===== config.mk =====
export PLATFORM = sky130hd
export DESIGN_NAME = spi_burst_capture
export DESIGN_NICKNAME = d
export VERILOG_FILES = /design/src/rtl/spi_burst_capture.sv
export SDC_FILE = /design/constraint.sdc
export NUM_CORES = 1
export LEC_CHECK = 0
export CORE_ASPECT_RATIO = 1.5
export CORE_MARGIN = 2
export CORE_UTILIZATION = 33
export CTS_BUF_LIST = sky130_fd_sc_hd__clkbuf_4 sky130_fd_sc_hd__clkbuf_8
export DETAILED_ROUTE_END_ITERATION = 6
export HOLD_SLACK_MARGIN = 0.05
export SLEW_MARGIN = 5
export SYNTH_ARGS = -nofsm -noshare
export SYNTH_HDL_FRONTEND = slang
export SYNTH_SLANG_ARGS = --single-unit

===== constraint.sdc =====
create_clock -name clock -period 4.2 [get_ports clock]
set_input_delay 1.26 -clock clock [delete_from_list [all_inputs] [get_ports clock]]
set_output_delay 1.26 -clock clock [all_outputs]
set_load 0.02 [all_outputs]

===== src/rtl/spi_burst_capture.sv =====
// Captures a burst of words strobed in from an asynchronous SPI-side source,
// tagging each with a sequential address and reporting burst completion/abort.
module spi_burst_capture #(
  parameter int unsigned DATA_WIDTH  = 16,
  parameter int unsigned ADDR_WIDTH  = 16,
  parameter int unsigned COUNT_WIDTH = 16,
  parameter int unsigned SYNC_STAGES = 2
) (
  input  logic                   clock,
  input  logic                   reset_n,
  input  logic                   enable,
  input  logic                   abort,
  input  logic [COUNT_WIDTH-1:0] burst_count,
  input  logic [ADDR_WIDTH-1:0]  start_address,
  input  logic                   burst_data_enable,
  input  logic [DATA_WIDTH-1:0]  burst_data,
  output logic                   busy,
  output logic                   data_valid,
  output logic [ADDR_WIDTH-1:0]  memory_address,
  output logic [DATA_WIDTH-1:0]  data,
  output logic                   done,
  output logic                   aborted,
  output logic [COUNT_WIDTH-1:0] capture_count
);

  typedef enum logic [1:0] {
    S_IDLE,
    S_CAPTURE,
    S_DONE
  } state_t;

  state_t                 state;
  logic [SYNC_STAGES-1:0] sync_q;
  logic                   hist_q;
  logic                   strobe_edge;
  logic [COUNT_WIDTH-1:0] remaining;
  logic [ADDR_WIDTH-1:0]  next_addr;

  // Synchroniser and history flop run in every state so an edge that began
  // outside S_CAPTURE is consumed there and never replayed later.
  always_ff @(posedge clock or negedge reset_n) begin
    if (!reset_n) begin
      sync_q <= '0;
      hist_q <= 1'b0;
    end else begin
      sync_q <= {sync_q[SYNC_STAGES-2:0], burst_data_enable};
      hist_q <= sync_q[SYNC_STAGES-1];
    end
  end

  assign strobe_edge = sync_q[SYNC_STAGES-1] & ~hist_q;

  always_ff @(posedge clock or negedge reset_n) begin
    if (!reset_n) begin
      state          <= S_IDLE;
      busy           <= 1'b0;
      data_valid     <= 1'b0;
      done           <= 1'b0;
      aborted        <= 1'b0;
      data           <= '0;
      memory_address <= '0;
      capture_count  <= '0;
      remaining      <= '0;
      next_addr      <= '0;
    end else begin
      data_valid <= 1'b0;
      case (state)
        S_IDLE: begin
          if (enable) begin
            aborted       <= 1'b0;
            capture_count <= '0;
            if (burst_count != '0) begin
              remaining <= burst_count;
              next_addr <= start_address;
              busy      <= 1'b1;
              state     <= S_CAPTURE;
            end else begin
              done  <= 1'b1;
              state <= S_DONE;
            end
          end
        end
        S_CAPTURE: begin
          if (abort) begin
            aborted <= 1'b1;
            busy    <= 1'b0;
            done    <= 1'b1;
            state   <= S_DONE;
          end else if (strobe_edge) begin
            data           <= burst_data;
            memory_address <= next_addr;
            data_valid     <= 1'b1;
            next_addr      <= next_addr + ADDR_WIDTH'(1);
            remaining      <= remaining - COUNT_WIDTH'(1);
            capture_count  <= capture_count + COUNT_WIDTH'(1);
            if (remaining == COUNT_WIDTH'(1)) begin
              busy  <= 1'b0;
              done  <= 1'b1;
              state <= S_DONE;
            end
          end
        end
        S_DONE: begin
          done  <= 1'b0;
          state <= S_IDLE;
        end
        default: state <= S_IDLE;
      endcase
    end
  end

endmodule


==> results.rst, run 1 <==
.. list-table::
   :header-rows: 1

   * - Metric
     - Value
   * - Cell types with the largest area share after synthesis
     - sky130_fd_sc_hd__dfrtp_1 48%, sky130_fd_sc_hd__mux2_1 6.1%, sky130_fd_sc_hd__nor2_1 3.0%, sky130_fd_sc_hd__a21oi_1 2.9%, sky130_fd_sc_hd__nand3_1 2.8%
   * - Area of the mapped netlist
     - roughly 4600 µm²
   * - Final setup violation count
     - 0
   * - Synthesized area per cell
     - a little over 10 µm²
   * - Slew at the pin closest to its max-slew limit
     - roughly 0.8 ns
   * - Share of async-settable or async-resettable flops after synthesis
     - 1.000
   * - Leading cell types by count after synthesis
     - 89 x sky130_fd_sc_hd__dfrtp_1, 37 x sky130_fd_sc_hd__nor2_1, 33 x sky130_fd_sc_hd__nand2_1, 27 x sky130_fd_sc_hd__a21oi_1, 26 x sky130_fd_sc_hd__nand3_1
   * - Critical register-to-register path startpoint
     - state[0]
   * - LEAKAGE
     - around 0.0024 µW
   * - Synth area leader
     - sky130_fd_sc_hd__dfrtp_1
   * - Number of gates resized after CTS
     - 0
   * - First-pass detailed-route iteration total
     - 4
   * - Initial core utilization
     - 0.3347
   * - Arrival time of the worst setup path
     - between 3 and 4 ns
   * - GRT Residual Overflow
     - 0
   * - Weighted congestion reported at the end of routability-driven placement
     - 0.8816
   * - Global-route wire length before repair
     - ~21000 µm
   * - Hold_buf cts
     - 0
   * - Destination of the worst register-to-register timing path
     - remaining[10]
   * - Pin count of the biggest net entering global routing
     - 44
   * - Post-CTS setup-driven buffer insertion count
     - 0
   * - Standard cell area after detailed placement
     - roughly 5800 µm²
   * - Maximum operating frequency
     - approximately 0.32 GHz
   * - Relative slew margins
     - 0.4668
   * - Count of pins over their slew limit
     - 0
   * - Start point of the critical path
     - enable
   * - Crit path capture
     - next_addr[4]
   * - Required time of the critical path
     - around 4.5 ns
   * - Die Footprint
     - around 15000 µm²
   * - Library cell used as clock root buffer
     - sky130_fd_sc_hd__clkbuf_8
   * - Depth of the worst register-to-register path
     - 8
   * - Die width
     - 100.8 µm
   * - Kind of start point of the critical path
     - input pin
   * - Path category of the worst min-delay check
     - reg -> reg
   * - Setup TNS Final
     - 0 ns
   * - Top-count cell post-synth
     - sky130_fd_sc_hd__dfrtp_1
   * - Clock skew
     - between 0.01 and 0.015 ns
   * - Post-DP HPWL
     - between 9000 and 10000 µm
   * - Total chip power
     - slightly above 4000 µW
   * - Number of register bits inferred by synthesis
     - between 80 and 90
   * - Share of the synthesized area in the top cell type
     - 0.4802
   * - Instance count of the mapped netlist
     - between 400 and 500
   * - Result of the run
     - complete, no violations
   * - Number of enable-type register cells in the synthesized netlist
     - 0
   * - CTS HTree Levels
     - 3
   * - Top Ports
     - 105
   * - Remaining antenna violation count after routing
     - 0
   * - Vias post-DR
     - 4020
   * - Final std cell area, no fill
     - ~6000 µm²
   * - Worst Path Max Fanout
     - 22
   * - Synth unique cells
     - 63
   * - CORE AREA
     - approximately 14000 µm²
   * - Initial drt markers
     - 212
   * - Tcrit/Tclk final
     - 0.7461
   * - Setup repair after global routing missed its margin
     - no
   * - Final hold slack
     - 0.3595 ns
   * - Crit path time final
     - 3.133 ns
   * - Routed wire length
     - between 10000 and 15000 µm
   * - Share of post-route cells with drive strength above 1
     - 0.09695
   * - R2R Setup Slk
     - approximately 1.5 ns
   * - TritonCTS Buffers
     - 9
   * - TritonCTS clock tree
     - yes
   * - # Max-Cap Violations
     - 0
   * - Endpoint class of the critical path
     - flop
   * - Peak supply drop
     - between 0.2 and 0.3 mV
   * - Worst-Skew Late Latency
     - between 0.3 and 0.4 ns
   * - Num rows
     - 53
   * - Via count of the first global-routing pass
     - 3940
   * - Diodes inserted
     - 0
   * - Number of port buffers
     - between 100 and 150
   * - WL/cell
     - about 18 µm
   * - Final hold violations
     - 0
   * - Yosys warnings
     - 0
   * - Buffers from clock root to sink, at most
     - 2
   * - Most used flip-flop cell after synthesis
     - sky130_fd_sc_hd__dfrtp_1
   * - Post-synthesis net count
     - 513
   * - Area added between synthesis and finish
     - 29.78%
   * - Final layout net count
     - roughly 600
   * - Y dimension of the die
     - 149.2 µm
   * - Sequential element share of the synthesized area
     - 0.4802
   * - Cell Pwr Density
     - roughly 680 nW/µm²
   * - Crit path kind
     - in -> reg
   * - Overall global routing resource usage
     - 0.1764
   * - Vias per cell
     - between 5 and 6
   * - Clock Sink Count
     - 89
   * - Remaining DRCs
     - 0
   * - CTS clk-pin slew, worst paths
     - about 0.090 ns
   * - Antenna violations before repair
     - 0
==> cells by family after synthesis <==
kind of cell,Yosys count,share of synthesized area
AND/OR/NAND/NOR,173,0.2012
AO/OA/AOI/OAI,104,0.1554
flip-flops,89,0.4802
multiplexers,38,0.09145
buffers and inverters,32,0.03399
XOR/XNOR,10,0.01888
adder cells (fa/ha/maj),7,0.01888
==> metrics by stage <==
step           cells  worst slack (ns)    util
2_1_floorplan    453             1.515       -
3_3_place_gp     707            0.6518  0.4203
3_5_place_dp     707            0.6768  0.4203
4_1_cts          722             1.072  0.4343
5_1_grt          722            0.8663  0.4343
6_report         722             1.067  0.4343
==> registers in the layout (all words and copies together) (netlist names) <==
register / cells
capture_count: 16
data: 16
memory_address: 16
next_addr: 16
remaining: 16
state: 2
sync_q: 2
aborted: 1
busy: 1
data_valid: 1
done: 1
hist_q: 1
==> worst min path at each step <==
| stage | cells after the start | slack (ns) | from | end |
|---|---|---|---|---|
| after floorplan | 0 | 0.33 | sync_q[0] | sync_q[1] |
| after global placement | 0 | 0.33 | sync_q[0] | sync_q[1] |
| after detailed placement | 0 | 0.35 | sync_q[0] | sync_q[1] |
| after CTS | 0 | 0.37 | sync_q[0] | sync_q[1] |
| after global routing | 0 | 0.38 | sync_q[0] | sync_q[1] |
| final | 0 | 0.36 | sync_q[0] | sync_q[1] |
==> routing by layer <==
layer,global-route usage,vias up,part of all wire
met5,0,-,0
met4,0.07466,0,0.026
met3,0.02718,22,0.033
met2,0.3087,101,0.53
met1,0.2125,1996,0.41
li1,-,1901,-
==> worst max-delay path, cell delays in order <==
cell	delay, ns
sky130_fd_sc_hd__clkdlybuf4s50_1	0.61
sky130_fd_sc_hd__mux2i_2	0.21
sky130_fd_sc_hd__nor2_1	0.66
sky130_fd_sc_hd__o21ai_2	0.11
sky130_fd_sc_hd__buf_4	0.25
sky130_fd_sc_hd__o221a_2	0.29
==> power breakdown <==
| part | switching [µW] | internal (µW) |
|---|---|---|
| registers | 338 | 1200 |
| clock network | 310 | 287 |
| logic | 1120 | 866 |
==> cells in the final DEF (no fill, tap or decap), types with 3 or more instances in the layout <==
cell and count:
sky130_fd_sc_hd__dfrtp_1 89, sky130_fd_sc_hd__o21ai_2 3, sky130_fd_sc_hd__a22o_1 3, sky130_fd_sc_hd__o22ai_1 20, sky130_fd_sc_hd__and4_1 7, sky130_fd_sc_hd__and3_1 7, sky130_fd_sc_hd__ha_1 6, sky130_fd_sc_hd__mux2_2 7
sky130_fd_sc_hd__nand2_1 33, sky130_fd_sc_hd__o21ai_1 5, sky130_fd_sc_hd__nand4_1 12, sky130_fd_sc_hd__a21o_1 3, sky130_fd_sc_hd__buf_4 10, sky130_fd_sc_hd__nor2_1 37, sky130_fd_sc_hd__clkdlybuf4s50_1 103, sky130_fd_sc_hd__mux2i_1 5
sky130_fd_sc_hd__xor2_1 8, sky130_fd_sc_hd__mux2_1 25, sky130_fd_sc_hd__nand4b_1 3, sky130_fd_sc_hd__nor3_1 16, sky130_fd_sc_hd__o32ai_1 5, sky130_fd_sc_hd__o2111ai_1 3, sky130_fd_sc_hd__a21oi_1 27, sky130_fd_sc_hd__nor4_1 9
sky130_fd_sc_hd__nand3_1 26, sky130_fd_sc_hd__o21ai_0 14, sky130_fd_sc_hd__clkbuf_8 10, sky130_fd_sc_hd__inv_1 7, sky130_fd_sc_hd__nand2b_1 3
==> area by class of cell <==
type                    instances  area [µm²]
fillers                      1355        7840
flip-flops and latches         89        2227
well taps                     165       206.4
repair buffers                113        1106
clock buffers                  10       137.6
inverters                       8       30.03
clock inverters                 5       56.30
multi-input cells             332        2256
(Power assumes the default switching activity.)
==> inputs of run 2 (changes only) <==
==> constraint.sdc (replaced) <==
create_clock -name clock -period 2.5 [get_ports clock]
set_input_delay 0.75 -clock clock [delete_from_list [all_inputs] [get_ports clock]]
set_output_delay 0.75 -clock clock [all_outputs]
set_load 0.02 [all_outputs]
==> run 2 against run 1 <==
- critical path depth grew 3
- worst setup slack lost 0.92 ns
- final area grew 4.8%
- clock skew grew 0.0010 ns
- non-clock buffer count grew 33
- die area is the same
- via count grew 3.6%
- clock power grew 61%
- sequential share of layout area shrank 1.7 points
- count of clock-buffer cells in the layout is the same
- critical endpoint is now next_addr[3]
- largest cell class unchanged
- highest routed layer unchanged
==> results.rst, run 2 (synthesis results as in run 1) <==
.. list-table::
   :header-rows: 1

   * - Metric
     - Value
   * - Required time of the critical path
     - between 2 and 3 ns
   * - Peak supply drop
     - approximately 0.48 mV
   * - Post-DP HPWL
     - just under 10000 µm
   * - Total chip power
     - 7221 µW
   * - # Max-Cap Violations
     - 0
   * - Initial core utilization
     - 0.3347
   * - Vias post-DR
     - ~4200
   * - Final layout net count
     - about 650
   * - WL/cell
     - ~18 µm
   * - Weighted congestion reported at the end of routability-driven placement
     - 0.8520
   * - Pin count of the biggest net entering global routing
     - 85
   * - Maximum operating frequency
     - roughly 0.42 GHz
   * - Count of non-filler cells in the finished layout
     - around 760
   * - Via count of the first global-routing pass
     - between 4000 and 5000
   * - Remaining DRCs
     - 0
   * - Area added between synthesis and finish
     - 35.99%
   * - Worst path max stage delay
     - between 0.4 and 0.5 ns
   * - Overall global routing resource usage
     - 0.1789
   * - Slowest stage cell on the critical path
     - sky130_fd_sc_hd__clkdlybuf4s50_1
   * - LEAKAGE
     - around 0.0026 µW
   * - First-pass detailed-route iteration total
     - 4
   * - Number of cells in the design after placement
     - 740
   * - Most frequent standard cell in the layout excluding fill and tap cells
     - sky130_fd_sc_hd__clkdlybuf4s50_1
   * - Arrival time of the worst setup path
     - between 2 and 3 ns
   * - Worst-Skew Late Latency
     - between 0.3 and 0.4 ns
   * - Hold_buf cts
     - 0
   * - Final setup violation count
     - 0
   * - Library cell used as clock root buffer
     - sky130_fd_sc_hd__clkbuf_8
   * - # fillers
     - about 1300
   * - Destination of the worst register-to-register timing path
     - remaining[14]
   * - CP cell instances
     - clkdlybuf4s50_1 -> nor4_1 -> buf_4 -> nand4_2 -> buf_4 -> o21ai_2 -> buf_4 -> nor2_1 -> nor3_1
   * - TritonCTS clock tree
     - yes
   * - Clock skew
     - around 0.012 ns
   * - Clock Sink Count
     - between 80 and 90
   * - Buffers from clock root to sink, at most
     - 2
   * - Tcrit/Tclk final
     - 0.9433
   * - Routed wire length
     - 13290 µm
   * - Count of buffer and inverter cells on the critical path
     - 4
   * - Combined flip-flop and latch cell area
     - 2227 µm²
   * - Die width
     - 100.8 µm
   * - Cell-internal power
     - 4082 µW
   * - Number of gates resized after CTS
     - 0
   * - Kind of cell with the highest combined delay on the critical path
     - buffers and inverters
   * - Die Footprint
     - between 15000 and 20000 µm²
   * - Count of pins over their slew limit
     - 0
   * - Vias per cell
     - between 5 and 6
   * - CORE AREA
     - approximately 14000 µm²
   * - Crit path kind
     - in -> reg
   * - Endpoint class of the critical path
     - flop
   * - Num rows
     - between 50 and 60
   * - Depth of the worst register-to-register path
     - 8
   * - Logic gate share of total power
     - 0.507
   * - Remaining antenna violation count after routing
     - 0
   * - Setup TNS Final
     - 0 ns
   * - R2R Setup Slk
     - ~0.44 ns
   * - Share of post-route cells with drive strength above 1
     - 0.1506
   * - Global-route wire length before repair
     - 21000 µm
   * - Antenna violations before repair
     - 0
   * - Final hold violations
     - 0
   * - CTS clk-pin slew, worst paths
     - roughly 0.090 ns
   * - Worst Path Max Fanout
     - 9
   * - Crit path time final
     - around 2.4 ns
   * - Initial drt markers
     - just over 200
   * - Y dimension of the die
     - 149.2 µm
   * - Path category of the worst min-delay check
     - in -> async
   * - Setup repair after global routing missed its margin
     - no
   * - Slew at the pin closest to its max-slew limit
     - roughly 0.60 ns
   * - Highest-count cells in the layout ignoring fill and taps
     - 103 x sky130_fd_sc_hd__clkdlybuf4s50_1, 89 x sky130_fd_sc_hd__dfrtp_1, 40 x sky130_fd_sc_hd__buf_4
   * - Part of the power in registers
     - 0.360
   * - Number of port buffers
     - between 100 and 150
   * - Critical register-to-register path startpoint
     - state[1]
   * - Final hold slack
     - around 0.17 ns
   * - Diodes inserted
     - 0
   * - Top Ports
     - ~110
   * - Switching share of total power
     - 0.4347
   * - Most numerous cell on the critical path
     - sky130_fd_sc_hd__buf_4
   * - Area occupied by multi-input gates
     - ~2300 µm²
   * - Cell Pwr Density
     - about 1100 nW/µm²
   * - TritonCTS Buffers
     - 9
   * - Result of the run
     - complete, no violations
   * - Post-CTS setup-driven buffer insertion count
     - 0
   * - Kind of start point of the critical path
     - input pin
   * - GRT Residual Overflow
     - 0
   * - Relative slew margins
     - 0.5953
   * - CTS HTree Levels
     - 3
   * - Switching pwr
     - 3139 µW
   * - Portion of total power attributed to the clock network
     - 0.133
==> run 2: changes by cell type in the layout (fill, tap and decap cells not counted), sizes merged <==
cell      change
buf          +33
clkinv        -2
clkinvlp      +2
inv           +2
bufinv        -1
==> run 2: power by group through the flow <==
stage,clock (µW),sequential [µW],combinational (µW)
6_report,962,2600,3660
5_1_grt,1040,2690,3990
4_1_cts,994,2590,3670
3_5_place_dp,0,2620,3660
3_3_place_gp,0,2600,3590
2_1_floorplan,0,2790,1910
==> run 2: worst max-delay path by stage <==
stage | from | to | slack (ns) | depth (start not counted)
final | burst_count[3] | next_addr[3] | 0.14 | 9
after global routing | burst_count[5] | next_addr[6] | 0.02 | 9
after CTS | burst_count[3] | next_addr[3] | 0.07 | 8
after detailed placement | burst_count[3] | next_addr[3] | -0.33 | 8
after global placement | burst_count[3] | next_addr[3] | -0.28 | 8
after floorplan | burst_count[8] | next_addr[4] | 0.33 | 6
==> run 2: routing by layer <==
metal  vias to the layer above  part of all wire  global-route usage
li1                       1972                 -                   -
met5                         -                 0                   0
met4                         0             0.029             0.09384
met1                      2053              0.41              0.2101
met3                        23             0.034             0.02390
met2                       116              0.53              0.3127
==> run 2: layout make-up <==
type	count	area share
Clock buffer	10	0.02083
Inverter	8	0.004761
Clock inverter	6	0.008133
Timing Repair Buffer	146	0.2206
Sequential cell	89	0.3531
Multi-Input combinational cell	332	0.3598
Tap cell	165	0.03273
==> run 2: stage by stage <==
| step | setup slack [ns] | util | cell area, µm² |
|---|---|---|---|
| after floorplan | 0.3252 | - | 4638 |
| after global placement | -0.2770 | 0.4409 | 6111 |
| after detailed placement | -0.3281 | 0.4409 | 6111 |
| after CTS | 0.07098 | 0.4541 | 6294 |
| after global routing | 0.01597 | 0.4551 | 6307 |
| final | 0.1418 | 0.4551 | 6307 |
